$ cat config.mk
export PLATFORM = sky130hd
export DESIGN_NAME = bcrypt_cmp_cfg_param
export DESIGN_NICKNAME = d
export VERILOG_FILES = /design/src/rtl/bcrypt_cmp_cfg_param.sv
export SDC_FILE = /design/constraint.sdc
export NUM_CORES = 1
export LEC_CHECK = 0
export BUFFER_PORTS_ARGS = -buffer_cell sky130_fd_sc_hd__buf_2
export CAP_MARGIN = 20
export CORE_ASPECT_RATIO = 0.7
export CORE_MARGIN = 4
export CORE_UTILIZATION = 59
export DETAILED_ROUTE_END_ITERATION = 16
export MAX_ROUTING_LAYER = met4
export PLACE_DENSITY_LB_ADDON = 0.1
export SETUP_SLACK_MARGIN = 0.15
export SKIP_CTS_REPAIR_TIMING = 1
export SKIP_LAST_GASP = 1
export SLEW_MARGIN = 5
export SYNTH_ARGS = -nofsm -noshare
export SYNTH_HDL_FRONTEND = slang
export SYNTH_SLANG_ARGS = --single-unit
$ cat constraint.sdc
create_clock -name CLK -period 3.2 [get_ports CLK]
set_input_delay 0.32 -clock CLK [delete_from_list [all_inputs] [get_ports CLK]]
set_output_delay 0.32 -clock CLK [all_outputs]
set_load 0.02 [all_outputs]
$ cat src/rtl/bcrypt_cmp_cfg_param.sv
// Parses bcrypt comparator configuration packets into salt/iteration words and comparator hash writes.
// Optional trailing XOR checksum byte: define BCRYPT_CMP_CFG_CHECKSUM_EN.
module bcrypt_cmp_cfg_param #(
  parameter int HASH_NUM_WIDTH = 9,
  parameter int CMP_BYTES_LOG2 = 2,
  parameter int SALT_WORDS     = 4,
  parameter int SETTING_MAX    = 19
) (
  input  logic                                     CLK,
  input  logic                                     RST,
  input  logic [7:0]                               din,
  input  logic                                     wr_en,
  output logic                                     full,
  output logic                                     error,
  input  logic                                     err_clear,
  input  logic                                     mode_cmp,
  output logic                                     new_cmp_config,
  input  logic                                     cmp_config_applied,
  output logic [HASH_NUM_WIDTH:0]                  hash_count,
  output logic [HASH_NUM_WIDTH+CMP_BYTES_LOG2-1:0] cmp_wr_addr,
  output logic                                     cmp_wr_en,
  output logic [7:0]                               cmp_din,
  input  logic [3:0]                               addr,
  output logic [31:0]                              dout,
  output logic                                     sign_extension_bug
);
  // state           | meaning
  // ST_SALT         | collecting 4*SALT_WORDS salt bytes into data[1..]
  // ST_SUBTYPE      | one subtype byte ('a','b','y' or 'x')
  // ST_ITER         | 4 iteration-count bytes into data[0]
  // ST_HCNT0        | hash count low byte, iteration count range check
  // ST_HCNT1        | hash count high byte, count/mode check
  // ST_CMP_DATA     | comparator bytes, one write each
  // ST_CHECKSUM     | XOR checksum byte (optional build)
  // ST_WAIT_APPLIED | config ready, waiting for consumer acknowledge
  // ST_MAGIC        | trailing 0xCC marker
  // ST_ERROR        | stalled until err_clear

  localparam int AW = HASH_NUM_WIDTH + CMP_BYTES_LOG2;
  localparam int SALT_BYTES = 4 * SALT_WORDS;
  localparam logic [63:0] ITER_LEGAL = (64'd1 << (SETTING_MAX + 1)) - 64'd1;
  localparam logic [16:0] HCNT_MAX = 17'd1 << HASH_NUM_WIDTH;

  typedef enum logic [3:0] {
    ST_SALT, ST_SUBTYPE, ST_ITER, ST_HCNT0, ST_HCNT1, ST_CMP_DATA,
`ifdef BCRYPT_CMP_CFG_CHECKSUM_EN
    ST_CHECKSUM,
`endif
    ST_WAIT_APPLIED, ST_MAGIC, ST_ERROR
  } state_t;

`ifdef BCRYPT_CMP_CFG_CHECKSUM_EN
  localparam state_t ST_AFTER_DATA = ST_CHECKSUM;
`else
  localparam state_t ST_AFTER_DATA = ST_WAIT_APPLIED;
`endif

  state_t                      state_q, state_d;
  logic [5:0]                  byte_cnt_q, byte_cnt_d;
  logic [SALT_WORDS:0][31:0]   data_q, data_d;
  logic [7:0]                  hcnt_lo_q, hcnt_lo_d;
  logic [HASH_NUM_WIDTH:0]     hash_count_q, hash_count_d;
  logic [AW-1:0]               cmp_cnt_q, cmp_cnt_d;
  logic [AW-1:0]               cmp_wr_addr_q, cmp_wr_addr_d;
  logic                        cmp_wr_en_q, cmp_wr_en_d;
  logic [7:0]                  cmp_din_q, cmp_din_d;
  logic                        bug_pend_q, bug_pend_d;
  logic                        seb_q, seb_d;
`ifdef BCRYPT_CMP_CFG_CHECKSUM_EN
  logic [7:0]                  xor_q, xor_d;
`endif

  logic          accept;
  logic [15:0]   hcnt16;
  logic [AW:0]   cmp_total;
  logic [AW:0]   cmp_last;
  logic          iter_bad;

  assign accept    = wr_en & ~full & ~err_clear;
  assign hcnt16    = {din, hcnt_lo_q};
  assign cmp_total = (AW+1)'(hash_count_q) << CMP_BYTES_LOG2;
  assign cmp_last  = cmp_total - (AW+1)'(1);
  assign iter_bad  = |({32'd0, data_q[0]} & ~ITER_LEGAL);

  always_ff @(posedge CLK) begin
    if (RST) begin
      state_q       <= ST_SALT;
      byte_cnt_q    <= '0;
      hcnt_lo_q     <= '0;
      hash_count_q  <= '0;
      cmp_cnt_q     <= '0;
      cmp_wr_addr_q <= '0;
      cmp_wr_en_q   <= 1'b0;
      cmp_din_q     <= '0;
      bug_pend_q    <= 1'b0;
      seb_q         <= 1'b0;
`ifdef BCRYPT_CMP_CFG_CHECKSUM_EN
      xor_q         <= '0;
`endif
    end else begin
      state_q       <= state_d;
      byte_cnt_q    <= byte_cnt_d;
      hcnt_lo_q     <= hcnt_lo_d;
      hash_count_q  <= hash_count_d;
      cmp_cnt_q     <= cmp_cnt_d;
      cmp_wr_addr_q <= cmp_wr_addr_d;
      cmp_wr_en_q   <= cmp_wr_en_d;
      cmp_din_q     <= cmp_din_d;
      bug_pend_q    <= bug_pend_d;
      seb_q         <= seb_d;
`ifdef BCRYPT_CMP_CFG_CHECKSUM_EN
      xor_q         <= xor_d;
`endif
    end
  end

  // Salt and iteration words survive RST so the consumer can still read them back.
  always_ff @(posedge CLK) begin
    data_q <= data_d;
  end

  always_comb begin
    state_d       = state_q;
    byte_cnt_d    = byte_cnt_q;
    data_d        = data_q;
    hcnt_lo_d     = hcnt_lo_q;
    hash_count_d  = hash_count_q;
    cmp_cnt_d     = cmp_cnt_q;
    cmp_wr_addr_d = cmp_wr_addr_q;
    cmp_wr_en_d   = 1'b0;
    cmp_din_d     = cmp_din_q;
    bug_pend_d    = bug_pend_q;
    seb_d         = seb_q;
`ifdef BCRYPT_CMP_CFG_CHECKSUM_EN
    xor_d = xor_q;
    if (accept) xor_d = (state_q == ST_SALT && byte_cnt_q == '0) ? din : (xor_q ^ din);
`endif
    if (err_clear) begin
      state_d    = ST_SALT;
      byte_cnt_d = '0;
    end else begin
      case (state_q)
        ST_SALT: if (accept) begin
          for (int i = 1; i <= SALT_WORDS; i++)
            if (byte_cnt_q[5:2] == 4'(i - 1)) data_d[i][{byte_cnt_q[1:0], 3'b000} +: 8] = din;
          if (byte_cnt_q == 6'(SALT_BYTES - 1)) begin
            state_d    = ST_SUBTYPE;
            byte_cnt_d = '0;
          end else begin
            byte_cnt_d = byte_cnt_q + 6'd1;
          end
        end
        ST_SUBTYPE: if (accept) begin
          state_d = ST_ITER;
          case (din)
            8'h78:               bug_pend_d = 1'b1;
            8'h61, 8'h62, 8'h79: bug_pend_d = 1'b0;
            default:             state_d = ST_ERROR;
          endcase
        end
        ST_ITER: if (accept) begin
          data_d[0][{byte_cnt_q[1:0], 3'b000} +: 8] = din;
          if (byte_cnt_q[1:0] == 2'd3) begin
            state_d    = ST_HCNT0;
            byte_cnt_d = '0;
          end else begin
            byte_cnt_d = byte_cnt_q + 6'd1;
          end
        end
        ST_HCNT0: if (accept) begin
          if (iter_bad) begin
            state_d = ST_ERROR;
          end else begin
            hcnt_lo_d = din;
            state_d   = ST_HCNT1;
          end
        end
        ST_HCNT1: if (accept) begin
          if (({1'b0, hcnt16} > HCNT_MAX) || (mode_cmp && hcnt16 == '0) ||
              (!mode_cmp && hcnt16 != '0)) begin
            state_d = ST_ERROR;
          end else begin
            hash_count_d = hcnt16[HASH_NUM_WIDTH:0];
            cmp_cnt_d    = '0;
            state_d      = mode_cmp ? ST_CMP_DATA : ST_AFTER_DATA;
          end
        end
        ST_CMP_DATA: if (accept) begin
          cmp_wr_en_d   = 1'b1;
          cmp_din_d     = din;
          cmp_wr_addr_d = cmp_cnt_q;
          cmp_cnt_d     = cmp_cnt_q + AW'(1);
          if ({1'b0, cmp_cnt_q} == cmp_last) state_d = ST_AFTER_DATA;
        end
`ifdef BCRYPT_CMP_CFG_CHECKSUM_EN
        ST_CHECKSUM: if (accept) state_d = (din == xor_q) ? ST_WAIT_APPLIED : ST_ERROR;
`endif
        ST_WAIT_APPLIED: if (cmp_config_applied) begin
          seb_d   = bug_pend_q;
          state_d = ST_MAGIC;
        end
        ST_MAGIC: if (accept) begin
          state_d    = (din == 8'hCC) ? ST_SALT : ST_ERROR;
          byte_cnt_d = '0;
        end
        ST_ERROR: state_d = ST_ERROR;
        default:  state_d = ST_ERROR;
      endcase
    end
  end

  always_comb begin
    full           = (state_q == ST_WAIT_APPLIED) || (state_q == ST_ERROR);
    error          = (state_q == ST_ERROR);
    new_cmp_config = (state_q == ST_WAIT_APPLIED);
    dout           = '0;
    for (int i = 0; i <= SALT_WORDS; i++)
      if (addr == 4'(i)) dout = data_q[i];
  end

  assign hash_count         = hash_count_q;
  assign cmp_wr_addr        = cmp_wr_addr_q;
  assign cmp_wr_en          = cmp_wr_en_q;
  assign cmp_din            = cmp_din_q;
  assign sign_extension_bug = seb_q;

endmodule

==> flow_summary.yaml <==
status:
  status: "finished clean"
synthesis:
  netlist_area_mm2: 0.00947
  synth-edff-count: 160
  synth_top_family_by_area: "simple AND/OR/NAND/NOR gates"
  synth_compound_area_frac: 0.111
  synthAdderAreaFrac: 0.0106
  synth_top_area_share: 0.507
  yosys.area.top_type: "edfxtp_1"
  async_reset_ff_frac: 0
  yosysWarnings: 0
  ys_ff_latch: 221
  yosys-top-cells-area: "edfxtp_1 (51%), dfxtp_1 (13%), nand2_1 (3.6%)"
  syn_inst: 793
  muxShareOfSynthArea: 0.0260
  synth.distinct_cells: 69
  yosys.area_share.simple: 0.173
  synthXorXnorAreaFrac: 0.0166
  avgSynthCellArea_um2: 11.9
  ys_seq_area_frac: 0.636
  synthesis.nets: 819
  synth_flop_cell: "edfxtp_1"
critical_path:
  crit_chain: "nor3_1 -> nand2_1 -> or3_1 -> nor3_1 -> and2_1"
  slowest_stage: "dfxtp_1"
  required_ns: 3.34
  crit_path_end_kind: "flop"
  path_max_fanout: 17
  critPathKind: "reg -> reg"
  critPathArrivalTime_ns: 2.80
  max_stage_delay_ns: 0.47
  crit_path_frequent_cell: "nor3_1"
  cp-start-kind: "flop"
  rr_worst_depth: 5
detailed_routing:
  ant_nets: 0
  first_pass_iters: 8
  wl_um: 22900
  vias_per_cell: 6.40
  avgRoutedWirePerCell_um: 21.1
  drc_errors: 0
  drt_iter0_markers: 897
  num_vias: 6929
placement:
  numPortBuffers: 83
  dp_cells: 1049
  post-dp-hpwl_um: 15500
  dpl_cell_area_mm2: 0.0101
  place_congestion: 0.906
  place_ws_ns: 0.337
worst_hold_path:
  hold_path_class: "in -> reg"
  whs_path_depth: 3
sta:
  finalCritPeriodShare: 0.831
  worst_pin_slew_ns: 0.847
  fin_crit_ns: 2.66
  rsz0062_at_grt: "false"
  finalSetupTns_ns: 0
  layout_setup_ws_ns: 0.540
  setup_viol: 0
  slew_headroom: 0.434
  fin_skew_ns: 0.00738
  max_freq_ghz: 0.376
  slew_violations: 0
  finalHoldViolations: 0
clock_network:
  clock_latency_ns: 0.49
  cts_buffers: 21
  clock_path_buffers: 3
  cts_sinks: 221
  clk_pin_slew_worst_paths_ns: 0.06
  cts_tree: "yes"
  htreeDepth: 1
  cts_root_buf: "clkbuf_16"
layout:
  fin_area_mm2: 0.0107
  drive_gt1_frac: 0.176
  layout_common_cells: "edfxtp_1 (160), nand2_1 (90), buf_2 (83), nor2_1 (75), dfxtp_1 (61)"
  antenna_cells: 0
  seq_area_mm2: 0.00603
  area_growth_pct: 13.2
  final_common_cell: "edfxtp_1"
  instances_no_fill: 1083
  multi_input_area_mm2: 0.00323
  fillers: 1146
  final_net_count: 898
die:
  fp.dieArea_mm2: 0.0182
  die_y_um: 114
  core_mm2: 0.0156
  rows: 38
  io_pins: 84
  die_w_um: 159
  floorplan.initialDensity: 0.607
global_route:
  grtUsageTotal: 0.254
  grt_pass1_wl_um: 35400
  grt_max_degree: 61
  antenna_found_initial: 1
  grt_pass1_vias: 6379
  grt.overflow.total: 0
power_and_ir_drop:
  leakage_nw: 3.76
  vdd_drop_max_mv: 0.374
  power_w: 0.00561
  power_density_mw_per_mm2: 523
flow_run:
  cap_viol_max_count: 0
-- where the power goes --
group          total, W  internal [W]  leakage [nW]  switching (W)
clock           0.00229       0.00130         0.304       0.000992
combinational  0.000255     0.0000772          1.57       0.000177
sequential      0.00306       0.00306          1.88     0.00000467
total           0.00561       0.00443          3.76        0.00117
-- layout make-up --
cell class                 count  area share
inverter                      13     0.00455
timing repair buffer         101      0.0513
clock buffer                  26      0.0517
clock inverter                 8     0.00607
multi-input combinational    514       0.301
sequential                   221       0.562
tap                          200      0.0233
-- flip-flops by register name (all words and copies together) (netlist names) --
register / count
cmp_wr_addr: 11
hash_count: 10
cmp_wr_en: 1
state_q: 4
cmp_din: 8
hcnt_lo_q: 8
sign_extension_bug: 1
cmp_cnt_q: 11
data_q: 160
bug_pend_q: 1
byte_cnt_q: 6
-- worst max-delay path: cells and delay by family (launching register included) --
kind	cells	cell delay [ns]
flops	1	0.47
simple gates	5	1.84
-- path summary, 6_finish.rpt --
check,from,to,slack (ns)
min reg2reg,cmp_din[2]$_SDFFE_PP0P_,cmp_din[2]$_SDFFE_PP0P_,0.45
max reg2reg,state_q[2]$_SDFFE_PP0P_,data_q[44]$_DFFE_PP_,0.54
max,state_q[2]$_SDFFE_PP0P_,data_q[44]$_DFFE_PP_,0.54
min,err_clear,byte_cnt_q[4]$_SDFFE_PP0P_,0.20
-- routing by layer --
| metal | GRT usage | vias up | part of all wire | wire, um |
|---|---|---|---|---|
| li1 | - | 3151 | - | - |
| met3 | 0.0542 | 38 | 0.11 | 2460 |
| met1 | 0.378 | 3349 | 0.45 | 10300 |
| met4 | 0.0462 | 0 | 0.015 | 343 |
| met2 | 0.369 | 391 | 0.43 | 9840 |
| met5 | - | - | 0 | 0 |
-- through the flow --
stage | utilization | hold slack, ns
final | 0.688 | 0.200
after CTS | 0.688 | 0.185
after global placement | 0.648 | 0.440
after global routing | 0.688 | 0.210
after floorplan | - | 0.456
after detailed placement | 0.648 | 0.447
-- logic make-up (layout without fill, tap and decap cells) --
logic type	count (synthesis)	count (layout)
mux	24	24
compound gates	148	148
fa+ha+maj	8	8
buf+inv	58	148
xor+xnor	18	18
simple gates	316	316
flops	221	221
-- cell usage after synthesis (all sizes together), types with 2 or more instances --
library cell    n
or2             2
mux2i          22
nor4           13
nor2           76
o211ai          3
nor4b           5
nand4           7
ha              8
and2           50
nor4bb          2
a211o           2
clkbuf         38
buf             7
nor3b           4
a222oi         32
nand3          17
and4            3
a22oi           2
and3            4
nor3           19
nand2          91
or3b            3
inv            13
nand2b          9
xor2            6
o21ai          16
edfxtp        160
or4             2
a31oi          40
mux2            2
dfxtp          61
a211oi          8
or3             4
a21oi          30
xnor2          12
a21o            2
Note: power is estimated with default switching activity, not from simulation.
